### config.mk
export PLATFORM = sky130hd
export DESIGN_NAME = fp_addsub_seq
export DESIGN_NICKNAME = d
export VERILOG_FILES = /design/src/rtl/fp_pkg.sv /design/src/rtl/fp_round_pack.sv /design/src/rtl/fp_addsub_seq.sv
export SDC_FILE = /design/constraint.sdc
export NUM_CORES = 1
export LEC_CHECK = 0
export BUFFER_PORTS_ARGS = -buffer_cell sky130_fd_sc_hd__clkbuf_2
export CORE_MARGIN = 3
export CORE_UTILIZATION = 34
export CTS_BUF_LIST = sky130_fd_sc_hd__clkbuf_4 sky130_fd_sc_hd__clkbuf_8 sky130_fd_sc_hd__clkbuf_16
export DETAILED_ROUTE_END_ITERATION = 8
export HOLD_SLACK_MARGIN = 0.15
export PLACE_DENSITY_LB_ADDON = 0.3
export SKIP_CTS_REPAIR_TIMING = 1
export SYNTH_ARGS = -nofsm -noshare
export SYNTH_HDL_FRONTEND = slang
export SYNTH_SLANG_ARGS = --single-unit
export TNS_END_PERCENT = 1
### constraint.sdc
create_clock -name clk -period 4.52 [get_ports clk]
set_input_delay 0.678 -clock clk [delete_from_list [all_inputs] [get_ports clk]]
set_output_delay 0.678 -clock clk [all_outputs]
set_load 0.02 [all_outputs]
### src/rtl/fp_pkg.sv
// ============================================================================
// Module   : fp_pkg
// Brief    : Shared flag encodings, FSM states and field helpers for the
//            floating-point datapath blocks.
// Revision : 1.0 - initial release
// ============================================================================
`default_nettype none

package fp_pkg;

    localparam logic [1:0] FLAG_OK  = 2'b00;
    localparam logic [1:0] FLAG_OVF = 2'b01;
    localparam logic [1:0] FLAG_UNF = 2'b10;
    localparam logic [1:0] FLAG_ABN = 2'b11;

    typedef enum logic [2:0] {
        IDLE  = 3'd0,
        CHECK = 3'd1,
        ALIGN = 3'd2,
        ADD   = 3'd3,
        NORM  = 3'd4,
        ROUND = 3'd5,
        DONE  = 3'd6
    } state_t;

    function automatic int fp_word_w(input int exp_w, input int man_w);
        return 1 + exp_w + man_w;
    endfunction

    // {carry, hidden, fraction, guard, round, sticky}
    function automatic int fp_work_w(input int man_w);
        return man_w + 5;
    endfunction

    localparam int DEF_EXP_W = 8;
    localparam int DEF_MAN_W = 23;
    localparam int DEF_W     = fp_word_w(DEF_EXP_W, DEF_MAN_W);
    localparam int DEF_WM    = fp_work_w(DEF_MAN_W);

    // Constructors return a 64-bit container; callers size-cast to their word.
    function automatic logic [63:0] fp_nan(input int exp_w, input int man_w);
        logic [63:0] v;
        v = ((64'd1 << exp_w) - 64'd1) << man_w;
        v = v | (64'd1 << (man_w - 1));
        return v;
    endfunction

    function automatic logic [63:0] fp_inf(input int exp_w, input int man_w);
        return ((64'd1 << exp_w) - 64'd1) << man_w;
    endfunction

endpackage

`default_nettype wire

### src/rtl/fp_round_pack.sv
// ============================================================================
// Module   : fp_round_pack
// Brief    : Combinational rounding, overflow detect and field packing.
//            FP_ADDSUB_RNE_EN selects round-to-nearest-even, else truncate.
// Revision : 1.0 - initial release
// ============================================================================
`default_nettype none

module fp_round_pack
    import fp_pkg::*;
#(
    parameter int EXP_W = 8,
    parameter int MAN_W = 23
)(
    input  logic                 sign,
    input  logic [EXP_W:0]       exp,
    input  logic [MAN_W+3:0]     man,
    output logic [EXP_W+MAN_W:0] z,
    output logic [1:0]           flags
);
    localparam int W = fp_word_w(EXP_W, MAN_W);
    localparam logic [W-1:0]     c_inf     = W'(fp_inf(EXP_W, MAN_W));
    localparam logic [EXP_W+1:0] c_exp_max = {2'b00, {EXP_W{1'b1}}};

    logic             w_inc;
    logic [MAN_W+1:0] w_sum;
    logic [EXP_W+1:0] w_exp;
    logic [MAN_W-1:0] w_frac;

`ifdef FP_ADDSUB_RNE_EN
    assign w_inc = man[2] & (man[1] | man[0] | man[3]);
`else
    logic w_unused_grs;
    assign w_unused_grs = ^man[2:0];
    assign w_inc        = 1'b0;
`endif

    // A rounding carry out of the hidden bit renormalises by one place.
    assign w_sum  = {1'b0, man[MAN_W+3:3]} + {{(MAN_W+1){1'b0}}, w_inc};
    assign w_exp  = {1'b0, exp} + {{(EXP_W+1){1'b0}}, w_sum[MAN_W+1]};
    assign w_frac = w_sum[MAN_W+1] ? w_sum[MAN_W:1] : w_sum[MAN_W-1:0];

    always_comb begin
        z     = {sign, w_exp[EXP_W-1:0], w_frac};
        flags = FLAG_OK;
        if (w_exp >= c_exp_max) begin
            z     = {sign, c_inf[W-2:0]};
            flags = FLAG_OVF;
        end else if (w_exp == '0) begin
            z     = {sign, {(W-1){1'b0}}};
            flags = FLAG_UNF;
        end
    end

endmodule

`default_nettype wire

### src/rtl/fp_addsub_seq.sv
// ============================================================================
// Module   : fp_addsub_seq
// Brief    : Multi-cycle parametrised floating-point adder/subtractor with
//            valid/ready handshakes. FP_ADDSUB_RNE_EN enables RNE rounding.
// Revision : 1.0 - initial release
// ============================================================================
`default_nettype none

module fp_addsub_seq
    import fp_pkg::*;
#(
    parameter int EXP_W = 8,
    parameter int MAN_W = 23
)(
    input  logic                 clk,
    input  logic                 rst,
    input  logic                 in_valid,
    output logic                 in_ready,
    input  logic [EXP_W+MAN_W:0] a,
    input  logic [EXP_W+MAN_W:0] b,
    input  logic                 op,
    output logic                 out_valid,
    input  logic                 out_ready,
    output logic [EXP_W+MAN_W:0] z,
    output logic [1:0]           flags
);
    localparam int W  = fp_word_w(EXP_W, MAN_W);
    localparam int WM = fp_work_w(MAN_W);
    localparam logic [W-1:0]   c_nan   = W'(fp_nan(EXP_W, MAN_W));
    localparam logic [EXP_W:0] c_e_one = {{EXP_W{1'b0}}, 1'b1};

    state_t r_state, w_next;

    logic             r_sa, r_sb, r_sign;
    logic [EXP_W-1:0] r_ea, r_eb;
    logic [MAN_W-1:0] r_fa, r_fb;
    logic [WM-1:0]    r_ma, r_mb, r_m;
    logic [EXP_W:0]   r_e;
    logic [W-1:0]     r_z;
    logic [1:0]       r_flags;

    logic             w_a_zero, w_b_zero, w_a_abn, w_b_abn;
    logic             w_a_small, w_align_done, w_a_ge, w_sign;
    logic [WM-1:0]    w_small_m, w_small_shr, w_sum;
    logic [EXP_W-1:0] w_big_e;
    logic [W-1:0]     w_rz;
    logic [1:0]       w_rflags;

    assign w_a_zero = (r_ea == '0) && (r_fa == '0);
    assign w_b_zero = (r_eb == '0) && (r_fb == '0);
    assign w_a_abn  = (&r_ea) || ((r_ea == '0) && (r_fa != '0));
    assign w_b_abn  = (&r_eb) || ((r_eb == '0) && (r_fb != '0));

    // Alignment stops early once the smaller operand has collapsed into sticky.
    assign w_a_small    = r_ea < r_eb;
    assign w_small_m    = w_a_small ? r_ma : r_mb;
    assign w_small_shr  = {1'b0, w_small_m[WM-1:2], |w_small_m[1:0]};
    assign w_align_done = (r_ea == r_eb) || (w_small_m[WM-1:1] == '0);
    assign w_big_e      = w_a_small ? r_eb : r_ea;
    assign w_a_ge       = r_ma >= r_mb;

    always_comb begin
        w_sum  = r_ma + r_mb;
        w_sign = r_sa;
        if (r_sa != r_sb) begin
            if (w_a_ge) begin
                w_sum = r_ma - r_mb;
            end else begin
                w_sum  = r_mb - r_ma;
                w_sign = r_sb;
            end
        end
    end

    fp_round_pack #(
        .EXP_W (EXP_W),
        .MAN_W (MAN_W)
    ) u_round_pack (
        .sign  (r_sign),
        .exp   (r_e),
        .man   (r_m[WM-2:0]),
        .z     (w_rz),
        .flags (w_rflags)
    );

    always_ff @(posedge clk) begin
        if (!rst) r_state <= IDLE;
        else      r_state <= w_next;
    end

    always_comb begin
        w_next = r_state;
        case (r_state)
            IDLE:    if (in_valid) w_next = CHECK;
            CHECK:   w_next = (w_a_abn || w_b_abn || w_a_zero || w_b_zero) ? DONE : ALIGN;
            ALIGN:   if (w_align_done) w_next = ADD;
            ADD:     w_next = (w_sum == '0) ? DONE : NORM;
            NORM: begin
                if (r_m[WM-1] || r_m[WM-2]) w_next = ROUND;
                else if (r_e == c_e_one)    w_next = DONE;
            end
            ROUND:   w_next = DONE;
            DONE:    if (out_ready) w_next = IDLE;
            default: w_next = IDLE;
        endcase
    end

    // Working datapath; contents are don't-care outside an active operation.
    always_ff @(posedge clk) begin
        case (r_state)
            IDLE: if (in_valid) begin
                {r_sa, r_ea, r_fa} <= a;
                {r_sb, r_eb, r_fb} <= b ^ {op, {(W-1){1'b0}}};
            end
            CHECK: begin
                r_ma <= {2'b01, r_fa, 3'b000};
                r_mb <= {2'b01, r_fb, 3'b000};
            end
            ALIGN: if (!w_align_done) begin
                if (w_a_small) begin
                    r_ma <= w_small_shr;
                    r_ea <= r_ea + 1'b1;
                end else begin
                    r_mb <= w_small_shr;
                    r_eb <= r_eb + 1'b1;
                end
            end
            ADD: begin
                r_m    <= w_sum;
                r_e    <= {1'b0, w_big_e};
                r_sign <= w_sign;
            end
            NORM: begin
                if (r_m[WM-1]) begin
                    r_m <= {1'b0, r_m[WM-1:2], |r_m[1:0]};
                    r_e <= r_e + 1'b1;
                end else if (!r_m[WM-2] && (r_e != c_e_one)) begin
                    r_m <= {r_m[WM-2:0], 1'b0};
                    r_e <= r_e - 1'b1;
                end
            end
            default: ;
        endcase
    end

    always_ff @(posedge clk) begin
        if (!rst) begin
            r_z     <= '0;
            r_flags <= FLAG_OK;
        end else begin
            case (r_state)
                CHECK: begin
                    if (w_a_abn || w_b_abn) begin
                        r_z     <= c_nan;
                        r_flags <= FLAG_ABN;
                    end else if (w_a_zero && w_b_zero) begin
                        r_z     <= {r_sa & r_sb, {(W-1){1'b0}}};
                        r_flags <= FLAG_OK;
                    end else if (w_a_zero) begin
                        r_z     <= {r_sb, r_eb, r_fb};
                        r_flags <= FLAG_OK;
                    end else if (w_b_zero) begin
                        r_z     <= {r_sa, r_ea, r_fa};
                        r_flags <= FLAG_OK;
                    end
                end
                ADD: if (w_sum == '0) begin
                    r_z     <= '0;
                    r_flags <= FLAG_OK;
                end
                NORM: if (!r_m[WM-1] && !r_m[WM-2] && (r_e == c_e_one)) begin
                    r_z     <= {r_sign, {(W-1){1'b0}}};
                    r_flags <= FLAG_UNF;
                end
                ROUND: begin
                    r_z     <= w_rz;
                    r_flags <= w_rflags;
                end
                default: ;
            endcase
        end
    end

    assign in_ready  = (r_state == IDLE);
    assign out_valid = (r_state == DONE);
    assign z         = r_z;
    assign flags     = r_flags;

endmodule

`default_nettype wire

==> results.sh <==
export IMPL_arrival_ps=4850
export IMPL_synth_ff_type="edfxtp_1"
export IMPL_max_cap_violations=0
export IMPL_max_slew_margin_rel_pct=27.7
export IMPL_wire_per_inst_um=22.5
export IMPL_status="completed"
export IMPL_drc=0
export IMPL_final_setup_viol_count=0
export IMPL_peakVddDrop_uv=368
export IMPL_hold_class="in2reg"
export IMPL_cts_clk_slew_worst_paths_ps=80
export IMPL_crit_fanout=9
export IMPL_path_common_cell="buf_4"
export IMPL_rsz0062_at_grt="yes"
export IMPL_initial_core_util_pct=34.6
export IMPL_synth_top_cell_area_share_pct=32.0
export IMPL_ant_nets=0
export IMPL_die_w_um=213
export IMPL_fin_crit_sh_pct=98.6
export IMPL_cp_slowest_cell="or4_1"
export IMPL_p_leak_nw=7.07
export IMPL_synthTopCellsByArea="edfxtp_1 32%, ha_1 8.7%, dfxtp_1 5.1%"
export IMPL_netlist_top_cells_count="179 x nand2_1, 156 x edfxtp_1, 142 x a21oi_1"
export IMPL_yosysWarnings=0
export IMPL_grt_usage_pct=23.4
export IMPL_postSynthNetCount=1842
export IMPL_h_tree_depth=4
export IMPL_nNetsFinal=1997
export IMPL_antennaDiodeCount=0
export IMPL_die_area_mm2=0.0456
export IMPL_r2r_start="r_mb[1]$_SDFFCE_PN0P_"
export IMPL_cts_sinks=193
export IMPL_via_count=13800
export IMPL_fin_setup_tns_ps=0
export IMPL_drive_gt1_share_pct=19.7
export IMPL_nFillCells=4291
export IMPL_end_kind="flop"
export IMPL_hp_start="b[9]"
export IMPL_portBuffers=104
export IMPL_fp_dieH_um=213
export IMPL_required_ps=4920
export IMPL_slowest_delay_ps=590
export IMPL_cts_buffer_depth=2
export IMPL_grt_pass1_vias=13500
export IMPL_p_per_area_mw_per_mm2=703
export IMPL_syn_to_final_growth_pct=18.5
export IMPL_synthCells=1668
export IMPL_ys_seq_area_share_pct=37.1
export IMPL_r2r_slack_ps=60
export IMPL_cts_tree="built"
export IMPL_crit_reg2reg_capture="z[28]$_SDFFE_PN0P_"
export IMPL_gp_congestion=0.987
export IMPL_routed_wl_um=53500
export IMPL_cts_inserted_buffers=17
export IMPL_grt_pass1_wl_um=81100
export IMPL_hpwlAfterDp_um=41900
export IMPL_final_max_slew_viol_count=0
export IMPL_clock_latency_ps=480
export IMPL_max_freq_ghz=0.224
export IMPL_viasPerCell=5.82
export IMPL_antenna_found_initial=3
export IMPL_crit_chain="buf_4 > inv_1 > fa_1 > o21ba_2 > nor4_1 > buf_4 > or4_1 > nand4_1 > a21oi_1 > o311a_1 > o41ai_2 > xnor2_1 > nand4_1 > nor4_4 > buf_4 > o21ai_4 > buf_4 > a211oi_2"
export IMPL_core_area_mm2=0.0422
export IMPL_rows=75
export IMPL_io_pin_count=105
export IMPL_grt_max_degree=77
export IMPL_fin_crit_ps=4460
export IMPL_tightest_slew_ps=1080
export IMPL_worstHoldEndpoint="r_fb[9]$_DFFE_PP_"
export IMPL_syn_avg_cell_area_um2=8.77
export IMPL_synth_cell_types=76
export IMPL_synth_most_common_cell="nand2_1"
export IMPL_hold_depth=1
export IMPL_worst_setup_path_type="reg2reg"
export IMPL_syn_area_mm2=0.0146
export IMPL_finalHoldViolCount=0
export IMPL_cp_start_kind="flop"
export IMPL_fin_ws_ps=62.5
export IMPL_drtIter0Drc=1402
export IMPL_dpl_worst_slack_ps=-193
export IMPL_finClkSkew_ps=19.3
export IMPL_grt_ovfl_total=0
export IMPL_async_reset_ff_share_pct=0
export IMPL_dr_pass1_iters=8
export IMPL_root_buffer="clkbuf_16"
export IMPL_synth_seq_cells=193
export IMPL_yosysTopAreaCell="edfxtp_1"
export IMPL_synth_edff_count=156
export IMPL_rr_worst_depth=18
[routing by layer]
layer	GRT usage, %	vias to the layer above	wire length (um)
met3	4.10	89	3160
met4	9.78	4	2100
met2	38.6	496	25100
li1	-	6474	-
met5	0	-	30
met1	30.6	6766	23100
[report_power, final]
| part | internal [mW] | switching (mW) |
|---|---|---|
| Clock | 0.795 | 0.747 |
| Sequential | 2.61 | 0.456 |
| Combinational | 2.89 | 4.69 |
| Total | 6.29 | 5.89 |
[flip-flops by register name, indices dropped and copies added, names as in the netlist, 3 cells and up]
register  cells
r_state       3
z            32
r_eb          8
r_ea          8
r_ma         27
r_e           9
r_mb         27
r_fa         23
r_m          28
r_fb         23
[logic make-up after synthesis]
logic type               synth area share (%)
flip-flops                               37.1
multiplexers                             1.19
buffers and inverters                    6.44
XOR/XNOR                                 2.16
adder cells (fa/ha/maj)                  9.13
AND/OR/NAND/NOR                          16.6
AO/OA/AOI/OAI                            27.4
[cell usage in the layout (no fill, tap or decap), types with 27 or more instances in the layout]
master      n
a211oi_2   30
a21oi_1   138
buf_4     131
clkbuf_2  104
dfxtp_1    37
edfxtp_1  156
ha_1       98
inv_1     133
nand2_1   177
nand3_1    36
nor2_1    116
nor4_1     36
o211a_1    27
o211ai_1   44
o21a_1     64
o21ai_0    76
xnor2_1    28
[area by class of cell]
class / instances / area [um2] / area share, %
Multi-Input combinational cell: 1234 / 8480 / 48.9
Sequential cell: 193 / 5430 / 31.3
Timing Repair Buffer: 243 / 1660 / 9.55
Tap cell: 539 / 674 / 3.89
Inverter: 134 / 503 / 2.90
Clock buffer: 20 / 483 / 2.79
Clock inverter: 12 / 109 / 0.628
[metrics by stage]
step / hold slack (ps) / utilization [%] / std cells / area (um2) / power, mW
floorplan: 507 / - / 1668 / 14600 / 7.34
global placement: 454 / 39.1 / 2337 / 16500 / 10.3
detailed placement: 453 / 39.1 / 2337 / 16500 / 10.3
CTS: 349 / 40.5 / 2369 / 17100 / 11.9
global route: 353 / 41.0 / 2375 / 17300 / 13.0
finish: 379 / 41.0 / 2375 / 17300 / 12.2
[worst max path at each step]
stage | startpoint | end | slack [ps]
2_1_floorplan | r_ma[1]$_SDFFCE_PN0P_ | z[2]$_SDFFE_PN0P_ | 430
3_3_place_gp | r_ma[9]$_DFFE_PP_ | z[29]$_SDFFE_PN0P_ | -190
3_5_place_dp | r_ma[9]$_DFFE_PP_ | z[28]$_SDFFE_PN0P_ | -190
4_1_cts | r_ma[9]$_DFFE_PP_ | z[28]$_SDFFE_PN0P_ | -230
5_1_grt | r_mb[2]$_SDFFCE_PN0P_ | z[28]$_SDFFE_PN0P_ | -160
6_report | r_mb[1]$_SDFFCE_PN0P_ | z[28]$_SDFFE_PN0P_ | 60
[critical path: cells and delay by family, from the launching register on]
kind            cells  cell delay (ps)
fa+ha+maj           1              200
simple gates        5             1350
buf+inv             5              850
flops               1              470
compound gates      6             1260
xor+xnor            1              250
(Power assumes the default switching activity.)
